File: config.mk
export PLATFORM = sky130hd
export DESIGN_NAME = gamma_cycle_sequencer_flat
export DESIGN_NICKNAME = d
export VERILOG_FILES = /design/src/rtl/gamma_cycle_sequencer_if.sv /design/src/rtl/gamma_cycle_sequencer.sv /design/src/flat_wrapper.sv
export SDC_FILE = /design/constraint.sdc
export NUM_CORES = 1
export LEC_CHECK = 0
export BUFFER_PORTS_ARGS = -buffer_cell sky130_fd_sc_hd__buf_4
export CORE_UTILIZATION = 45
export CTS_BUF_LIST = sky130_fd_sc_hd__clkbuf_4 sky130_fd_sc_hd__clkbuf_8 sky130_fd_sc_hd__clkbuf_16
export DETAILED_ROUTE_END_ITERATION = 8
export HOLD_SLACK_MARGIN = 0.05
export PLACE_DENSITY = 0.69
export SLEW_MARGIN = 40
export SYNTH_ARGS = -nofsm -noshare
export SYNTH_HDL_FRONTEND = slang
export SYNTH_SLANG_ARGS = --single-unit
File: constraint.sdc
create_clock -name aclk -period 2.86 [get_ports aclk]
set_input_delay 0.572 -clock aclk [delete_from_list [all_inputs] [get_ports aclk]]
set_output_delay 0.572 -clock aclk [all_outputs]
set_load 0.05 [all_outputs]
File: src/rtl/gamma_cycle_sequencer_if.sv
// Result channel of the gamma cycle sequencer: first-spike time plus spike flag
// under a valid/ready handshake.
interface gamma_cycle_sequencer_if #(
  parameter int TW = 4
);
  logic          res_valid;
  logic          res_ready;
  logic [TW-1:0] res_time;
  logic          res_spiked;

  modport master (output res_valid, output res_time, output res_spiked, input res_ready);
  modport slave  (input res_valid, input res_time, input res_spiked, output res_ready);
endinterface

File: src/rtl/gamma_cycle_sequencer.sv
// Gamma cycle sequencer for race-logic datapaths: reset phase, timing window,
// first-spike capture and per-cycle result reporting.
module gamma_cycle_sequencer #(
  parameter int GAMMA_CYCLE_WIDTH = 16,
  parameter int RST_CYCLES        = 1,
  parameter int COUNT_WIDTH       = 16,
  parameter int TW                = $clog2(GAMMA_CYCLE_WIDTH)
) (
  input  logic                   aclk,
  input  logic                   grst,
  input  logic                   start,
  input  logic                   stop,
  input  logic [COUNT_WIDTH-1:0] num_cycles,
  input  logic                   q_in,
  output logic                   gamma_rst,
  output logic                   window_open,
  output logic [TW-1:0]          cycle_time,
  output logic                   busy,
  output logic                   done,
  output logic                   overrun,
  gamma_cycle_sequencer_if.master res
);

  typedef enum logic [1:0] {IDLE, RESET, RUN} state_t;

  localparam logic [TW-1:0] LAST_T   = TW'(GAMMA_CYCLE_WIDTH - 1);
  localparam logic [TW-1:0] RST_LAST = TW'(RST_CYCLES - 1);
  localparam logic [TW-1:0] NO_SPIKE = TW'(GAMMA_CYCLE_WIDTH - RST_CYCLES);

  state_t                 state;
  logic [TW-1:0]          t;
  logic [COUNT_WIDTH-1:0] remaining;
  logic                   stop_pend;
  logic                   cap_flag;
  logic [TW-1:0]          cap_time;

  // Outputs are computed for the cycle that follows each edge, so every
  // output stays a flop. remaining == 0 during a run means free-run mode.
  always_ff @(posedge aclk or posedge grst) begin
    if (grst) begin
      state          <= IDLE;
      t              <= '0;
      remaining      <= '0;
      stop_pend      <= 1'b0;
      cap_flag       <= 1'b0;
      cap_time       <= '0;
      gamma_rst      <= 1'b0;
      window_open    <= 1'b0;
      cycle_time     <= '0;
      busy           <= 1'b0;
      done           <= 1'b0;
      overrun        <= 1'b0;
      res.res_valid  <= 1'b0;
      res.res_time   <= '0;
      res.res_spiked <= 1'b0;
    end else begin
      done <= 1'b0;
      if (res.res_valid && res.res_ready)
        res.res_valid <= 1'b0;

      case (state)
        IDLE: begin
          if (start) begin
            state     <= RESET;
            t         <= '0;
            remaining <= num_cycles;
            overrun   <= 1'b0;
            stop_pend <= 1'b0;
            cap_flag  <= 1'b0;
            busy      <= 1'b1;
            gamma_rst <= 1'b1;
          end
        end

        RESET: begin
          if (stop)
            stop_pend <= 1'b1;
          cap_flag <= 1'b0;
          t        <= t + TW'(1);
          if (t == RST_LAST) begin
            state       <= RUN;
            gamma_rst   <= 1'b0;
            window_open <= 1'b1;
            cycle_time  <= '0;
          end
        end

        RUN: begin
          if (stop)
            stop_pend <= 1'b1;
          if (q_in && !cap_flag) begin
            cap_flag <= 1'b1;
            cap_time <= cycle_time;
          end
          if (t == LAST_T) begin
            // A spike on the final window cycle is folded straight into the result.
            res.res_valid  <= 1'b1;
            res.res_spiked <= cap_flag | q_in;
            res.res_time   <= cap_flag ? cap_time : (q_in ? cycle_time : NO_SPIKE);
            if (res.res_valid && !res.res_ready)
              overrun <= 1'b1;
            cap_flag    <= 1'b0;
            window_open <= 1'b0;
            cycle_time  <= '0;
            t           <= '0;
            if (remaining != '0)
              remaining <= remaining - COUNT_WIDTH'(1);
            if (stop_pend || stop || remaining == COUNT_WIDTH'(1)) begin
              state     <= IDLE;
              busy      <= 1'b0;
              done      <= 1'b1;
              stop_pend <= 1'b0;
            end else begin
              state     <= RESET;
              gamma_rst <= 1'b1;
            end
          end else begin
            t          <= t + TW'(1);
            cycle_time <= cycle_time + TW'(1);
          end
        end

        default: state <= IDLE;
      endcase
    end
  end

endmodule

File: src/flat_wrapper.sv
// flat-port wrapper written by rule: the top's interface ports become plain ports
module gamma_cycle_sequencer_flat 
#(
  parameter int GAMMA_CYCLE_WIDTH = 16,
  parameter int RST_CYCLES        = 1,
  parameter int COUNT_WIDTH       = 16,
  parameter int TW                = $clog2(GAMMA_CYCLE_WIDTH)
)
  (aclk, grst, start, stop, num_cycles, q_in, gamma_rst, window_open, cycle_time, busy, done, overrun, res_res_valid, res_res_time, res_res_spiked, res_res_ready);
  gamma_cycle_sequencer_if #(.TW(TW)) res_i ();
  input  logic aclk;
  input  logic grst;
  input  logic start;
  input  logic stop;
  input  logic [COUNT_WIDTH-1:0] num_cycles;
  input  logic q_in;
  output logic gamma_rst;
  output logic window_open;
  output logic [TW-1:0] cycle_time;
  output logic busy;
  output logic done;
  output logic overrun;
  output wire logic [$bits(res_i.res_valid)-1:0] res_res_valid;
  output wire logic [$bits(res_i.res_time)-1:0] res_res_time;
  output wire logic [$bits(res_i.res_spiked)-1:0] res_res_spiked;
  input wire logic [$bits(res_i.res_ready)-1:0] res_res_ready;
  assign res_res_valid = res_i.res_valid;
  assign res_res_time = res_i.res_time;
  assign res_res_spiked = res_i.res_spiked;
  assign res_i.res_ready = res_res_ready;
  gamma_cycle_sequencer #(.GAMMA_CYCLE_WIDTH(GAMMA_CYCLE_WIDTH), .RST_CYCLES(RST_CYCLES), .COUNT_WIDTH(COUNT_WIDTH), .TW(TW)) u_core (.aclk(aclk), .grst(grst), .start(start), .stop(stop), .num_cycles(num_cycles), .q_in(q_in), .gamma_rst(gamma_rst), .window_open(window_open), .cycle_time(cycle_time), .busy(busy), .done(done), .overrun(overrun), .res(res_i));
endmodule
After elaboration in Yosys (flattened, before gate mapping) --
Cells that the tools add are included. W data, S select, Z words.
Storage, ports and cells: bits in registers 43
Cells by class: add/sub/neg operators 3, equal/unequal tests 12, bitwise operators 1, multiplexer cells 45, reduce and logical (&&, ||, !) cells 24
Operator list (count):
- $mux W16 | 3
- $pmux W16 S2 | 1
- $mux W4 | 6
- $mux W1 | 23
- $eq A16 B1 Y1 const B | 1
- $reduce_bool A16 Y1 | 1
- $sub A16 B1 Y16 const B | 1
- $pmux W4 S3 | 1
- $reduce_and A4 Y1 | 3
- $ne A2 B1 Y1 const B | 5
- $pmux W1 S3 | 3
- $reduce_and A3 Y1 | 3
- $add A4 B1 Y4 const B | 2
- $pmux W4 S2 | 1
- $reduce_and A2 Y1 | 4
- $mux W2 | 3
- $pmux W1 S2 | 3
- $pmux W2 S3 | 1
- $reduce_and A5 Y1 | 1
- $eq A4 B4 Y1 const B | 1
- $logic_not A4 Y1 | 1
- $ne A2 B2 Y1 const B | 2
- $reduce_bool A2 Y1 | 2
- $logic_and A1 B1 Y1 | 3
- other kinds (8) | 10

Logic depth before layout (Yosys ltp) --
Gate-level depths: netlist of the first run.
word-level depth 5, gate-level depth with buffers 8, mapped depth without buffers 7

Least setup slack after synthesis of the first run --
OpenSTA, ideal clock, no wires.
kind register to register, from reg u_core.state[0], to reg u_core.remaining[8], path buffers 1, clock period less this slack 1.887 ns, arrival time 1.766 ns, cell stages (with the launch flop) 8, setup slack 0.973 ns, required time 2.739 ns, cell sequence dfrtp_1 -> inv_1 -> ha_1 -> nand4_1 -> a21o_1 -> a31o_2 -> buf_2 -> o22a_1
Between the ends: word-level cells in the longest chain between the ends 3
Ends and longest elaborated chain:
- from (decl) | line gamma_cycle_sequencer.sv:30 | state_t state;
- from (signal assigned) | line gamma_cycle_sequencer.sv:41 | state <= IDLE;
- from (signal assigned) | line gamma_cycle_sequencer.sv:64 | state <= RESET;
- from (signal assigned) | line gamma_cycle_sequencer.sv:81 | state <= RUN;
- $eq A2 B2 Y1 or $logic_not A2 Y1 (tied branches) | line gamma_cycle_sequencer.sv:61 | case (state)
- $ne A2 B1 Y1 (no line) (tied with other cells)
- $reduce_and A4 Y1 (no line)
- to (signal assigned) | line gamma_cycle_sequencer.sv:66 | remaining <= num_cycles;
- to (signal assigned) | line gamma_cycle_sequencer.sv:107 | remaining <= remaining - COUNT_WIDTH'(1);
- to (decl) | line gamma_cycle_sequencer.sv:32 | logic [COUNT_WIDTH-1:0] remaining;
Parallel ways exist; a longest one is shown, timed or not. A chain may end at the register's enable or synchronous reset.

Final worst setup path of the first run --
from reg u_core.state[0], to reg u_core.remaining[4]
Same word-level chain as after synthesis.

==> impl_metrics.ini, run 1 <==
[run_status]
status = completed

[synthesis]
syn_avg_cell_area_um2 = 8.858
synth_edf_count = 0
ys_types = 51
netlist_area_mm2 = 0.002445
synth_ff_type = dfrtp_1
yosysSeqAreaShare_pct = 44.01
async_flop_share_pct = 100.0
netlist_instances = 276
synth_fp_nets = 308
yosys_warnings = 0
ys_ff_latch = 43

[worst_setup_path]
max_stage_delay_ps = 420
crit_path_end_kind = flop
crit_family = compound AO/OA/AOI/OAI gates
required_ps = 3080
startpoint_type = flop
critPathBufInv = 2
slowest_stage = dfrtp_1
worstRegToRegCells = 8
worstReg2RegStart = u_core.state[0]
crit_path_cell_trace = inv_1 -> ha_1 -> nand4_1 -> buf_4 -> a21o_1 -> a31o_2 -> o21ai_0 -> a21boi_0
path_max_fanout = 16
reg2reg_to = u_core.remaining[4]
cp.arrival_ps = 2430
rrSetupSlack_ps = 650
critPathKind = reg -> reg
cp.depth = 8

[cells_and_area]
layout-drive-gt1-share_pct = 19.81
utilization_pct = 56.34
layout_commonest_cell = buf_4
nets = 349
most-common-layout-cells = buf_4, o21ai_0, dfrtp_1
antenna-diode-count = 0
area_growth_pct = 19.19

[clock_tree]
cts_buffers = 5
cts_tree = done
root_buffer = clkbuf_8
post_cts_buffers = 0
cts_buffer_depth = 2
cts_hold_buf = 0
cts_sinks = 43
cts-resized-gates = 0
clk_pin_slew_worst_paths_ps = 90
clk_latency_ps = 300
htree_levels = 2

[floorplanning]
rows = 26
die_area_mm2 = 0.005732
ios = 37
die_height_um = 75.71
die_w_um = 75.71
initial_utilization_pct = 47.27
coreArea_mm2 = 0.005172

[placement]
port_buffers = 36
dpl.hpwl_um = 3725
gp_congestion = 0.8168

[timing]
timing.fmax_mhz = 452.2
relSlewSlack_pct = 61.58
period_needed_ps = 2211
tightest_slew_ps = 571.0
maxSlewViolCount = 0
finalCritPeriodShare_pct = 77.32
rsz0062_at_grt = false
hold_viol = 0
finalSetupViolCount = 0
finalClockSkew_ps = 6.929
tns_ps = 0

[grt]
antenna_found_initial = 0
grt_pass1_wl_um = 8597
overflow = 0
grt_max_degree = 44
grt_pass1_vias = 1818
grt.total_usage_pct = 19.88

[route]
wl_per_cell_um = 13.47
drt_wl_total_um = 5227
route.detailed.drc = 0
via_per_inst = 5.508
dr.pass1.iters = 4
num_vias = 2137
ant_nets = 0
drt_iter0_markers = 131

[worst_hold_path]
min_path_type = in -> async

[power]
p_leak_nw = 1.310
power.density_mw_per_mm2 = 912.9
ir_drop_mv = 0.4031

[job]
drv_cap = 0
-- cells in the mapped netlist, drive strengths merged, types with 2 or more instances --
library cell	n	share of area, %
a21o	2	0.61
a21oi	32	6.6
a221o	2	0.82
a31oi	3	0.77
and2	2	0.51
and3	7	1.8
buf	5	1.7
clkbuf	5	0.77
dfrtp	43	44
ha	10	5.1
inv	18	2.8
mux2	2	0.92
mux2i	2	0.82
nand2	30	4.9
nand3	7	1.4
nand4	2	0.51
nor2	16	2.5
nor2b	4	1.0
nor3	7	1.4
nor3b	2	0.82
nor4	4	2.3
o21ai	43	8.8
o22a	2	0.72
o22ai	2	0.51
o32ai	3	1.1
or3	2	0.51
-- sequential cells by signal, indices dropped and copies added, names as in the netlist, 2 cells and up --
signal               flops
u_core.remaining        16
u_core.t                 4
u_core.cap_time          4
u_core.state             2
u_core.cycle_time        4
u_core.res.res_time      4
-- logic make-up (layout without fill, tap and decap cells) --
group	after synthesis	in the layout	synth area share, %
AO/OA/AOI/OAI	102	102	24.26
AND/OR/NAND/NOR	89	89	19.60
flip-flops	43	43	44.01
buffers and inverters	28	70	5.271
adder cells (fa/ha/maj)	10	10	5.118
multiplexers	4	4	1.740
-- worst min-delay path, cell delays in order --
cell and delay [ps]:
buf_4 110, inv_1 40, buf_4 460
-- per-layer routing --
metal | vias to the layer above | wire length (um) | track usage, %
li1 | 1079 | - | -
met1 | 1003 | 2704 | 32.30
met2 | 49 | 2217 | 26.29
met3 | 6 | 239 | 3.571
met4 | 0 | 65 | 5.967
met5 | - | 0 | 0
-- stage by stage --
| step | cells | power [W] | hold WS [ps] | setup WS [ps] | instance area (um2) |
|---|---|---|---|---|---|
| 2_1_floorplan | 276 | 0.001881 | 450.1 | 972.8 | 2445 |
| 3_3_place_gp | 380 | 0.002168 | 464.3 | 631.7 | 2801 |
| 3_5_place_dp | 380 | 0.002186 | 470.4 | 684.9 | 2801 |
| 4_1_cts | 388 | 0.002677 | 427.3 | 660.8 | 2914 |
| 5_1_grt | 388 | 0.002890 | 457.9 | 442.1 | 2914 |
| 6_report | 388 | 0.002660 | 412.8 | 648.6 | 2914 |
-- cell type report --
type,count,area [um2]
clock buffers,5,68.82
inverters,18,67.56
fillers,460,2258
repair buffers,44,330.3
well taps,70,87.58
clock inverters,3,43.79
flip-flops and latches,43,1076
multi-input cells,205,1240
-- report_power, final --
part | leakage [nW] | internal (W) | switching (W) | total (W)
clock | 0.0581 | 0.000260 | 0.000216 | 0.000476
combinational | 0.732 | 0.000481 | 0.000680 | 0.00116
sequential | 0.520 | 0.000790 | 0.000234 | 0.00102
-- worst max-delay path by stage --
| stage | startpoint | end |
|---|---|---|
| detailed placement | u_core.state[0] | u_core.remaining[4] |
| floorplan | u_core.state[0] | u_core.remaining[8] |
| CTS | u_core.state[0] | u_core.remaining[4] |
| global route | u_core.state[0] | u_core.remaining[15] |
| finish | u_core.state[0] | u_core.remaining[4] |
| global placement | u_core.remaining[0] | u_core.remaining[14] |
Note: power is estimated with default switching activity, not from simulation.
==> run 2: changes to the inputs <==
- clock period: 2.86 -> 2.1 ns (I/O delays scaled with it)
==> run 2 against run 1 <==
- critical path depth down 1
- global-route usage is 0.051 points lower
- register-to-register slack lost 480 ps
- sequential power up 36%
- cell count is 1.5% higher
- clock skew rose by 3.2 ps
- wire length is 2.1% higher
- utilization rose by 1.2 points
- worst setup slack worse by 480 ps
- critical endpoint is now u_core.state[1]
==> impl_metrics.ini, run 2 (synthesis results as in run 1) <==
[floorplanning]
die_w_um = 75.71
coreArea_mm2 = 0.005172
ios = 37
die_area_mm2 = 0.005732
die_height_um = 75.71
rows = 26
initial_utilization_pct = 47.27

[grt]
antenna_found_initial = 0
overflow = 0
grt_max_degree = 44
grt_pass1_wl_um = 8618
grt.total_usage_pct = 19.83
grt_pass1_vias = 1824

[timing]
finalSetupViolCount = 0
period_needed_ps = 1930
maxSlewViolCount = 0
finalClockSkew_ps = 10.15
timing.fmax_mhz = 518.1
tns_ps = 0
tightest_slew_ps = 545.7
relSlewSlack_pct = 63.62
finalCritPeriodShare_pct = 91.91
rsz0062_at_grt = false
hold_viol = 0

[power]
power.density_mw_per_mm2 = 1242
ir_drop_mv = 0.5048
p_leak_nw = 1.344

[cells_and_area]
largest-register = u_core.remaining
most-common-layout-cells = buf_4, o21ai_0, dfrtp_1
area_growth_pct = 21.75
utilization_pct = 57.55
nets = 355
antenna-diode-count = 0
layout_commonest_cell = buf_4
fin_area_mm2 = 0.002977
layout-drive-gt1-share_pct = 21.91
largest_register_ffs = 16

[route]
drt_iter0_markers = 143
drt_wl_total_um = 5338
via_per_inst = 5.310
dr.pass1.iters = 4
highest_layer = met4
wl_met2_um = 2298
num_vias = 2092
route.detailed.drc = 0
met1_length_um = 2794
ant_nets = 0
wl_met3_um = 203
wl_per_cell_um = 13.55

[clock_tree]
post_cts_buffers = 0
cts_buffers = 5
cts_buffer_depth = 2
cts_sinks = 43
clk_pin_slew_worst_paths_ps = 90
clk_latency_ps = 300
root_buffer = clkbuf_8
cts_tree = done
htree_levels = 2
cts_hold_buf = 0

[worst_setup_path]
cp.arrival_ps = 2110
max_stage_delay_ps = 440
cpMostUsedCell = nor2_1
cp.depth = 7
required_ps = 2280
path_max_fanout = 3
crit_path_cell_trace = inv_1 -> ha_1 -> or3b_2 -> a21oi_1 -> nor2_1 -> nor2_1 -> mux2_2
critPathKind = reg -> reg
crit_family = simple AND/OR/NAND/NOR gates
slowest_stage = or3b_2
startpoint_type = flop
crit_path_end_kind = flop
worstRegToRegCells = 7
critPathBufInv = 1

[placement]
gp_congestion = 0.8293
placed_area_mm2 = 0.002846
dpl.hpwl_um = 3822
port_buffers = 36

[job]
drv_cap = 0

[run_status]
status = completed

[worst_hold_path]
min_path_type = in -> async
-- run 2: changes by cell type in the layout (fill, tap and decap cells not counted) --
cell,change
nor2b_1,-1
a31o_2,-1
ha_2,+1
a31o_4,+1
ha_1,-1
nor2b_2,+1
buf_6,+1
buf_4,+5
-- run 2: repair_timing --
item | 4_1_cts | 5_1_grt
setup endpoints to repair | 0 | 14
resized for setup | 0 | 4
hold endpoints to repair | 0 | 0
-- run 2: final timing paths --
kind,to,startpoint,slack (ps)
worst min-delay path,u_core.remaining[0],grst,240
worst max register to register,u_core.state[1],u_core.t[1],170
min in group aclk,u_core.res.res_valid,res_res_ready,320
max in group asynchronous,u_core.remaining[10],grst,1460
worst max-delay path,u_core.state[1],u_core.t[1],170
worst min register to register,u_core.res.res_time[0],u_core.res.res_time[0],480
-- run 2: per-layer routing --
metal / track usage (%) / vias up
met5: 0 / -
met4: 5.761 / 0
met3: 3.571 / 4
met2: 29.07 / 41
met1: 29.84 / 953
li1: - / 1094
-- run 2: metrics by stage --
step           power (W)  setup WS [ps]  hold WS (ps)  cells
2_1_floorplan   0.002561          212.8         450.1    276
3_3_place_gp    0.002986          158.9         462.7    386
3_5_place_dp    0.003013          104.4         471.2    386
4_1_cts         0.003675          86.07         275.3    394
5_1_grt         0.004003          36.42         312.5    394
6_report        0.003698          169.9         240.6    394
-- run 2: area by class of cell --
type,instances,area [um2]
fillers,475,2196
multi-input cells,205,1254
flip-flops and latches,43,1076
repair buffers,50,379.1
well taps,70,87.58
clock buffers,5,68.82
inverters,18,67.56
clock inverters,3,43.79
-- run 2: where the power goes --
group          internal, W  switching, W
sequential         0.00108      0.000314
combinational     0.000717      0.000939
clock             0.000354      0.000298
-- run 2: worst min-delay path: cells and delay by family --
family	cells	cell delay (ps)
buffers and inverters	3	590
==> run 3: changes to the inputs <==
- CORE_ASPECT_RATIO: default -> 2
- PLACE_DENSITY: 0.69 -> 0.74
==> run 3 against run 2 <==
- non-clock buffer count stayed put
- total power is 0.98% lower
- clock-buffer cell count stayed put
- wire length is 9.2% higher
- hold slack worse by 110 ps
- combinational power is 2% higher
- critical path depth stayed put
- register-to-register slack worse by 40 ps
- via count is 4.1% higher
- final area is 0.55% lower
- cell count is 3.0% lower
- global-route usage is 2.8 points higher
==> impl_metrics.ini, run 3 (synthesis results as in run 1) <==
[floorplanning]
die_area_mm2 = 0.005750
initial_utilization_pct = 47.15
coreArea_mm2 = 0.005185
rows = 37
ios = 37
die_height_um = 106.2
die_w_um = 54.12

[cells_and_area]
largest_register_ffs = 16
most-common-layout-cells = buf_4, dfrtp_1, o21ai_0
area_growth_pct = 21.08
layout-drive-gt1-share_pct = 22.84
antenna-diode-count = 0
nets = 355
final_cells = 382
layout_commonest_cell = buf_4
largest-register = u_core.remaining

[run_status]
status = completed

[worst_setup_path]
startpoint_type = flop
path_max_fanout = 4
crit_path_end_kind = flop
crit_family = simple AND/OR/NAND/NOR gates
slowest_stage = or3b_2
critPathBufInv = 1
cp.arrival_ps = 2160
crit_path_cell_trace = inv_1 -> ha_1 -> or3b_2 -> a21oi_1 -> nor2_1 -> nor2_1 -> mux2_2
required_ps = 2290
max_stage_delay_ps = 450
cpMostUsedCell = nor2_1
critPathKind = reg -> reg

[clock_tree]
cts_hold_buf = 0
cts_buffer_depth = 2
htree_levels = 2
clk_latency_ps = 300
clk_pin_slew_worst_paths_ps = 90
cts_sinks = 43
cts_tree = done
root_buffer = clkbuf_8
cts_buffers = 5

[timing]
timing.final.ws_setup_ps = 133.8
finalClockSkew_ps = 5.692
finalSetupViolCount = 0
tns_ps = 0
timing.fmax_mhz = 508.6
maxSlewViolCount = 0
finalCritPeriodShare_pct = 93.63
period_needed_ps = 1966
tightest_slew_ps = 471.8
rsz0062_at_grt = false
relSlewSlack_pct = 68.50
hold_viol = 0

[grt]
overflow = 0
grt_pass1_wl_um = 9439
grt_pass1_vias = 2193
grt.total_usage_pct = 22.58
antenna_found_initial = 0
grt_max_degree = 25

[route]
num_vias = 2178
route.detailed.drc = 0
drt_wl_total_um = 5830
dr.pass1.iters = 4
via_per_inst = 5.702
ant_nets = 0
drt_iter0_markers = 44
wl_per_cell_um = 15.26

[power]
power_frac_clock_pct = 15.2
swShare_pct = 44.43
power.density_mw_per_mm2 = 1237
ir_drop_mv = 0.9233
p_int_w = 0.002035
power_w = 0.003662
power.switching_w = 0.001627
pwr-share-seq_pct = 38.3
p_leak_nw = 1.329
combPwrFrac_pct = 46.5

[placement]
gp_congestion = 0.9569
post-place-ws_ps = 82.57
dpl.cell_count = 374
dpl.hpwl_um = 4434
port_buffers = 36

[worst_hold_path]
min_path_type = in -> async

[job]
drv_cap = 0
run 3: metal layers:
metal | wire (um) | track usage [%] | share of wire, % | vias up
li1 | - | - | - | 1086
met1 | 2228 | 23.11 | 38 | 1025
met2 | 3204 | 39.37 | 55 | 51
met3 | 159 | 3.147 | 2.7 | 16
met4 | 237 | 14.84 | 4.1 | 0
met5 | 0 | 0 | 0 | -
run 3: metrics by stage:
stage	instance area (um2)	utilization, %	hold WS [ps]
3_3_place_gp	2844	54.85	461.6
4_1_cts	2937	56.64	183.9
5_1_grt	2960	57.09	159.0
2_1_floorplan	2445	-	450.1
3_5_place_dp	2844	54.85	471.2
6_report	2960	57.09	127.1
run 3: final timing paths:
| kind | startpoint | endpoint | slack (ps) | cells past startpoint |
|---|---|---|---|---|
| worst max-delay path | u_core.t[0] | u_core.state[1] | 130 | 7 |
| worst min-delay path | grst | u_core.cycle_time[1] | 130 | 2 |
| worst max register to register | u_core.t[0] | u_core.state[1] | 130 | 7 |
| worst min register to register | u_core.res.res_time[3] | u_core.res.res_time[3] | 490 | 2 |
| max in group asynchronous | grst | u_core.remaining[13] | 1490 | 3 |
| min in group aclk | res_res_ready | u_core.res.res_valid | 320 | 2 |
run 3: final cells by class:
class                      instances  area, um2
clock buffer                       5      68.82
clock inverter                     3      23.77
fill                             491       2225
inverter                          18      67.56
multi-input combinational        205       1264
sequential                        43       1076
tap                               58      72.57
timing repair buffer              50      387.9
run 3: what timing repair did:
action / 4_1_cts / 5_1_grt
endpoints found under the setup margin: 0 / 12
buffers inserted: 0 / 0
resized for setup: 0 / 7
run 3: power by group through the flow:
stage / logic [W] / registers [W] / clock network [W]
after CTS: 0.00165 / 0.00140 / 0.000571
final: 0.00170 / 0.00140 / 0.000557
after global routing: 0.00191 / 0.00144 / 0.000597
after global placement: 0.00160 / 0.00140 / 0
after detailed placement: 0.00165 / 0.00141 / 0
after floorplan: 0.00115 / 0.00141 / 0
run 3: worst register-to-register path: stages (launching register included):
cell	delay, ps
dfrtp_1	410
inv_1	90
ha_1	130
or3b_2	450
a21oi_1	180
nor2_1	100
nor2_1	150
mux2_2	350
